==> src/rtl/am2910_seq.sv <==
// -----------------------------------------------------------------------------
// am2910_seq
//
// Microprogram sequencer equivalent to the Am2910. Every cycle it chooses the
// next control-store address Y from the direct input D, the microprogram
// counter uPC, the register/counter R or the top of a small subroutine/loop
// stack. It also updates uPC, R and the stack on the rising clock edge.
//
// Ports
//   clk    : clock, all state changes on the rising edge
//   nRST   : asynchronous active-low reset
//   I      : 4-bit sequencer instruction
//   D      : direct branch address / counter load value
//   nCC    : condition code, low means condition true
//   nCCEN  : condition enable, high forces the test to pass
//   CI     : incrementer carry-in (1 advances uPC, 0 repeats)
//   nRLD   : active-low unconditional load of R from D
//   Y      : next microinstruction address (combinational)
//   nFULL  : low while the stack holds DEPTH entries
//   nPL    : low selects the pipeline-register D source
//   nMAP   : low selects the mapping-ROM D source
//   nVECT  : low selects the interrupt-vector D source
// -----------------------------------------------------------------------------
module am2910_seq #(
   parameter int WIDTH = 12,
   parameter int DEPTH = 5
) (
   input  logic             clk,
   input  logic             nRST,
   input  logic [3:0]       I,
   input  logic [WIDTH-1:0] D,
   input  logic             nCC,
   input  logic             nCCEN,
   input  logic             CI,
   input  logic             nRLD,
   output logic [WIDTH-1:0] Y,
   output logic             nFULL,
   output logic             nPL,
   output logic             nMAP,
   output logic             nVECT
);

   localparam int spWidth = $clog2(DEPTH + 1);
   localparam logic [spWidth-1:0] spFull = spWidth'(DEPTH);

   typedef enum logic [3:0] {
      opJz   = 4'd0,
      opCjs  = 4'd1,
      opJmap = 4'd2,
      opCjp  = 4'd3,
      opPush = 4'd4,
      opJsrp = 4'd5,
      opCjv  = 4'd6,
      opJrp  = 4'd7,
      opRfct = 4'd8,
      opRpct = 4'd9,
      opCrtn = 4'd10,
      opCjpp = 4'd11,
      opLdct = 4'd12,
      opLoop = 4'd13,
      opCont = 4'd14,
      opTwb  = 4'd15
   } InstrOp;

   typedef enum logic [1:0] {
      stackHold,
      stackPush,
      stackPop,
      stackClear
   } StackOp;

   logic [WIDTH-1:0]   upc;
   logic [WIDTH-1:0]   regR;
   logic [WIDTH-1:0]   stack [DEPTH];
   logic [spWidth-1:0] sp;
   logic [spWidth-1:0] pushIdx;
   logic [WIDTH-1:0]   tos;
   logic               pass;
   logic               rz;
   logic               loadR;
   logic               decR;
   StackOp             stackOp;
   InstrOp             op;

   assign op   = InstrOp'(I);
   assign pass = nCCEN | ~nCC;
   assign rz   = (regR == '0);

   // The stack pointer counts occupied entries, so the top lives one below
   // it. An empty stack must read as zero rather than whatever stale value
   // sits in entry 0 (entries survive JZ, which only clears the pointer).
   always_comb begin
      tos = '0;
      if (sp != '0) begin
         tos = stack[sp - 1'b1];
      end
   end

   // A push into a full stack does not grow it; it replaces the top entry.
   assign pushIdx = (sp == spFull) ? (spFull - 1'b1) : sp;

   // Instruction decode: picks the address source and the side effects on the
   // stack and on R. Each instruction requests at most one stack operation, so
   // a push and a pop can never coincide. The decrement request is only raised
   // while R is non-zero, so R never wraps from zero to all-ones.
   always_comb begin
      Y       = upc;
      stackOp = stackHold;
      loadR   = 1'b0;
      decR    = 1'b0;
      case (op)
         opJz: begin
            Y       = '0;
            stackOp = stackClear;
         end
         opCjs: begin
            if (pass) begin
               Y       = D;
               stackOp = stackPush;
            end
         end
         opJmap: begin
            Y = D;
         end
         opCjp, opCjv: begin
            if (pass) begin
               Y = D;
            end
         end
         opPush: begin
            stackOp = stackPush;
            loadR   = pass;
         end
         opJsrp: begin
            Y       = pass ? D : regR;
            stackOp = stackPush;
         end
         opJrp: begin
            Y = pass ? D : regR;
         end
         opRfct: begin
            if (!rz) begin
               Y    = tos;
               decR = 1'b1;
            end else begin
               stackOp = stackPop;
            end
         end
         opRpct: begin
            if (!rz) begin
               Y    = D;
               decR = 1'b1;
            end
         end
         opCrtn: begin
            if (pass) begin
               Y       = tos;
               stackOp = stackPop;
            end
         end
         opCjpp: begin
            if (pass) begin
               Y       = D;
               stackOp = stackPop;
            end
         end
         opLdct: begin
            loadR = 1'b1;
         end
         opLoop: begin
            if (pass) begin
               stackOp = stackPop;
            end else begin
               Y = tos;
            end
         end
         opCont: begin
            Y = upc;
         end
         opTwb: begin
            if (pass) begin
               stackOp = stackPop;
               decR    = !rz;
            end else if (!rz) begin
               Y    = tos;
               decR = 1'b1;
            end else begin
               Y       = D;
               stackOp = stackPop;
            end
         end
         default: begin
            Y = upc;
         end
      endcase
   end

   // Exactly one D-source enable is low: mapping ROM for JMAP, interrupt
   // vector for CJV, pipeline register for everything else.
   assign nMAP  = (op != opJmap);
   assign nVECT = (op != opCjv);
   assign nPL   = (op == opJmap) || (op == opCjv);

   assign nFULL = (sp != spFull);

   // The microprogram counter always captures the chosen address plus the
   // carry-in, which lets CI = 0 repeat the same microinstruction.
   always_ff @(posedge clk or negedge nRST) begin
      if (!nRST) begin
         upc <= '0;
      end else begin
         upc <= Y + {{(WIDTH-1){1'b0}}, CI};
      end
   end

   // The external load has priority over both instruction-driven loads and
   // decrements, so a counting instruction issued with nRLD low just reloads.
   always_ff @(posedge clk or negedge nRST) begin
      if (!nRST) begin
         regR <= '0;
      end else if (!nRLD || loadR) begin
         regR <= D;
      end else if (decR && !rz) begin
         regR <= regR - 1'b1;
      end
   end

   // The stack saves the pre-edge uPC on a push. The pointer saturates at both
   // ends: pushes at full overwrite the top, pops at empty do nothing.
   always_ff @(posedge clk or negedge nRST) begin
      if (!nRST) begin
         sp <= '0;
         for (int k = 0; k < DEPTH; k++) begin
            stack[k] <= '0;
         end
      end else begin
         case (stackOp)
            stackPush: begin
               stack[pushIdx] <= upc;
               if (sp != spFull) begin
                  sp <= sp + 1'b1;
               end
            end
            stackPop: begin
               if (sp != '0) begin
                  sp <= sp - 1'b1;
               end
            end
            stackClear: begin
               sp <= '0;
            end
            default: begin
               sp <= sp;
            end
         endcase
      end
   end

endmodule

==> config.mk <==
export PLATFORM = sky130hd
export DESIGN_NAME = am2910_seq
export DESIGN_NICKNAME = d
export VERILOG_FILES = /design/src/rtl/am2910_seq.sv
export SDC_FILE = /design/constraint.sdc
export NUM_CORES = 1
export LEC_CHECK = 0
export CAP_MARGIN = 20
export CELL_PAD_IN_SITES_DETAIL_PLACEMENT = 0
export CELL_PAD_IN_SITES_GLOBAL_PLACEMENT = 1
export CORE_UTILIZATION = 47
export DETAILED_ROUTE_END_ITERATION = 10
export GPL_TIMING_DRIVEN = 0
export PLACE_DENSITY_LB_ADDON = 0.1
export SYNTH_ARGS = -nofsm -noshare
export SYNTH_HDL_FRONTEND = slang
export SYNTH_SLANG_ARGS = --single-unit
==> constraint.sdc <==
create_clock -name clk -period 5.4 [get_ports clk]
set_clock_uncertainty 0.15 [all_clocks]
set_input_delay 1.08 -clock clk [delete_from_list [all_inputs] [get_ports clk]]
set_output_delay 1.08 -clock clk [all_outputs]
set_load 0.05 [all_outputs]
==> reports/qor.yml <==
timing.hold.ws_ps: 341
outcome: "complete, no violations"
vias: 5487
final_core_util_pct: 57.8
critical_path_class: "reg -> out"
max_cap_violations: 0
final_nets: 715
final_cells: 858
worst_slew_margin_rel_pct: 44.4
die_width_um: 115
crit_chain: "inv_1 > ha_1 > or3b_2 > clkbuf_1 > nor4b_4 > buf_2 > nand2_1 > mux2_2 > a21oi_1 > a21oi_1 > nor2_1 > o21ai_0 > a22o_1 > buf_2"
gp_congestion: 0.906
die_h_um: 115
grt_antenna_before_repair: 0
synthAdderAreaFrac_pct: 1.46
core-area_um2: 12200
syn2layout_area_growth_pct: 17.7
netlist-cell-type-count: 73
pin_count: 38
fin_crit_ps: 5350
h-tree-depth: 3
synth_flop_cell: "dfrtp_1"
cts_tree: "built"
wl_per_cell_um: 23.7
p_leak_nw: 2.92
clk_latency_ps: 350
worstMarginPinSlew_ps: 825
cts_num_sinks: 87
pre_cts_ws_ps: -1780
grt_pass1_wl_um: 31000
p_total_mw: 3.51
path_buf_inv: 4
vias_per_cell: 6.40
cp.arrival_ps: 4120
synth_top_family_by_area: "compound AO/OA/AOI/OAI gates"
synth_xor_area_share_pct: 3.49
avgSynthCellArea_um2: 9.48
cp-start-kind: "flop"
synth_compound_area_share_pct: 19.0
wirelength_um: 20300
fin_setup_tns_ps: 0
synth_warnings: 0
netlist_area_um2: 5990
async_flop_share_pct: 100
syn_inst: 632
first_pass_iters: 7
cts_max_path_buffers: 2
setup_slack_ps: 54.5
fmax_ghz: 0.187
globalRoute.totalOverflow: 0
row_count: 40
setup_viol: 0
synth_fp_nets: 661
grt_pass1_vias: 5237
dpl.cell_count: 838
cts-root-buf: "clkbuf_16"
use_met2_pct: 50.6
drcViolationCount: 0
io_buffers: 36
cts_buffers: 9
synth-seq-cells: 87
drtIter0Drc: 508
antenna_left: 0
cpLargestDelayFamily: "simple AND/OR/NAND/NOR gates"
slew_viol_final: 0
gr-usage-met1_pct: 44.3
rsz0062_at_grt: "yes"
hold_violations: 0
finalCritPeriodShare_pct: 99.0
vdd_ir_drop_max_mv: 0.358
cpMaxStageDelayCell: "nor4b_4"
p_per_area_nw_per_um2: 498
synthSimpleGateAreaFrac_pct: 18.1
muxShareOfSynthArea_pct: 17.5
placed_area_um2: 6590
end_kind: "output pin"
drive_gt1_share_pct: 24.3
synth_edf_count: 0
design_area_um2: 7060
ys_seq_area_share_pct: 36.3
top_usage_layer: "met2"
track_usage_pct: 32.0
cts.reportedPaths.clkPinSlew_ps: 70
dieArea_um2: 13200
hp-class: "reg -> reg"
crit_fanout: 10
num_antenna_cells: 0
use_met3_pct: 7.17
worst-endpoint-required_ps: 4170
max_stage_delay_ps: 580
grt_max_degree: 76
start_util_pct: 49.1
hpwl_um: 15200
==> path summary, 6_finish.rpt <==
kind	endpoint	startpoint	cells after the start	slack, ps
max in group asynchronous	sp[0]	nRST	2	4030
worst min register to register	stack[16]	stack[16]	2	340
worst max-delay path	Y[0]	regR[0]	14	50
min in group asynchronous	regR[0]	nRST	1	430
worst min-delay path	stack[16]	stack[16]	2	340
worst max register to register	upc[6]	regR[0]	18	750
==> placed cells by master, fill, tap and decap left out, drive strengths merged, types with 6 or more instances in the layout <==
master,Yosys,routed
mux2i,10,10
nand4,6,6
a221oi,9,9
and3,20,20
o211ai,7,7
clkbuf,29,41
a211oi,8,8
nor3,19,19
xnor2,16,16
mux4,8,8
inv,15,15
xor2,7,7
buf,15,30
nand2,56,56
o22ai,9,9
nor2b,8,8
o21ai,42,42
nand2b,7,7
dfrtp,87,87
nand3,19,19
nor2,33,33
clkdlybuf4s50,0,23
a22oi,10,10
a21oi,29,29
mux2,68,68
ha,7,7
==> cell type report <==
| type | count | area, µm² |
|---|---|---|
| fill | 1165 | 5150 |
| inverter | 15 | 56.3 |
| buffer | 43 | 216 |
| clock buffer | 10 | 229 |
| clock inverter | 5 | 83.8 |
| sequential | 87 | 2180 |
| timing repair buffer | 44 | 392 |
| multi-input combinational | 486 | 3690 |
| tap | 168 | 210 |
==> power by group <==
| part | total (mW) | internal, mW | switching, mW |
|---|---|---|---|
| clock | 0.666 | 0.404 | 0.262 |
| sequential | 1.13 | 0.907 | 0.228 |
| combinational | 1.71 | 0.720 | 0.991 |
| total | 3.51 | 2.03 | 1.48 |
==> flip-flops by register name (all words and copies together) (netlist names) <==
register / cells
regR: 12
upc: 12
sp: 3
stack: 60
==> cells by family (layout without fill, tap and decap cells) <==
| kind of cell | after synthesis | after routing |
|---|---|---|
| and+or+nand+nor | 203 | 203 |
| AOI/OAI and AO/OA | 167 | 167 |
| DFF | 87 | 87 |
| muxes | 86 | 86 |
| buffers and inverters | 59 | 117 |
| xor gates and xnor gates | 23 | 23 |
| adders and majority gates | 7 | 7 |
==> worst reg2reg max path, stage by stage, from the launching register on <==
cell	delay, ps
dfrtp_1	430
inv_1	110
ha_1	180
or3b_2	440
clkbuf_1	250
nor4b_4	580
buf_2	360
nand2_1	160
mux2_2	310
a21oi_1	160
a21oi_1	60
nor2_1	100
o21ai_0	80
a22o_1	310
ha_1	230
ha_1	290
nand2_1	100
nor3_1	50
xor2_1	170
==> cells in the mapped netlist, types with 3 or more instances <==
cell type	number	share of area, %
xnor2_1	15	2.2
nor2b_1	7	0.73
clkbuf_1	29	1.8
nand3_1	19	1.6
nor2_1	33	2.1
buf_1	9	0.56
nand2_1	56	3.5
nand4_1	6	0.63
nor3b_1	4	0.50
o21ai_0	41	3.4
o31a_1	3	0.44
a211oi_1	7	0.88
mux2i_1	10	1.7
a221o_1	4	0.67
a21oi_1	28	2.3
dfrtp_1	87	36
inv_1	15	0.94
buf_6	3	0.56
nand2b_1	7	0.73
a31oi_1	4	0.42
o22ai_1	9	0.94
and2_1	5	0.52
mux4_2	8	3.0
nor4_1	4	0.42
a22oi_1	10	1.3
o2111ai_1	4	0.58
nor3_1	19	1.6
buf_2	3	0.25
a221oi_1	9	1.3
o31ai_1	5	0.63
mux2_2	68	13
ha_1	7	1.5
and3_1	19	2.0
o21a_1	4	0.50
or2_2	5	0.52
a21o_1	4	0.50
a32oi_1	4	0.58
xor2_1	7	1.0
o211ai_1	7	0.88
a22o_1	3	0.44
==> per-layer routing <==
metal | share of wire, % | vias to the layer above
met3 | 6.8 | 26
met2 | 46 | 222
met5 | 0 | -
li1 | - | 2478
met4 | 2.1 | 0
met1 | 45 | 2761
==> what timing repair did <==
| item | CTS | global route |
|---|---|---|
| setup buffers | 3 | 3 |
| pin swaps | 3 | 1 |
| endpoints found under the setup margin | 24 | 11 |
| resized for setup | 63 | 26 |
| hold buffers | 0 | 0 |
(Power assumes the default switching activity.)
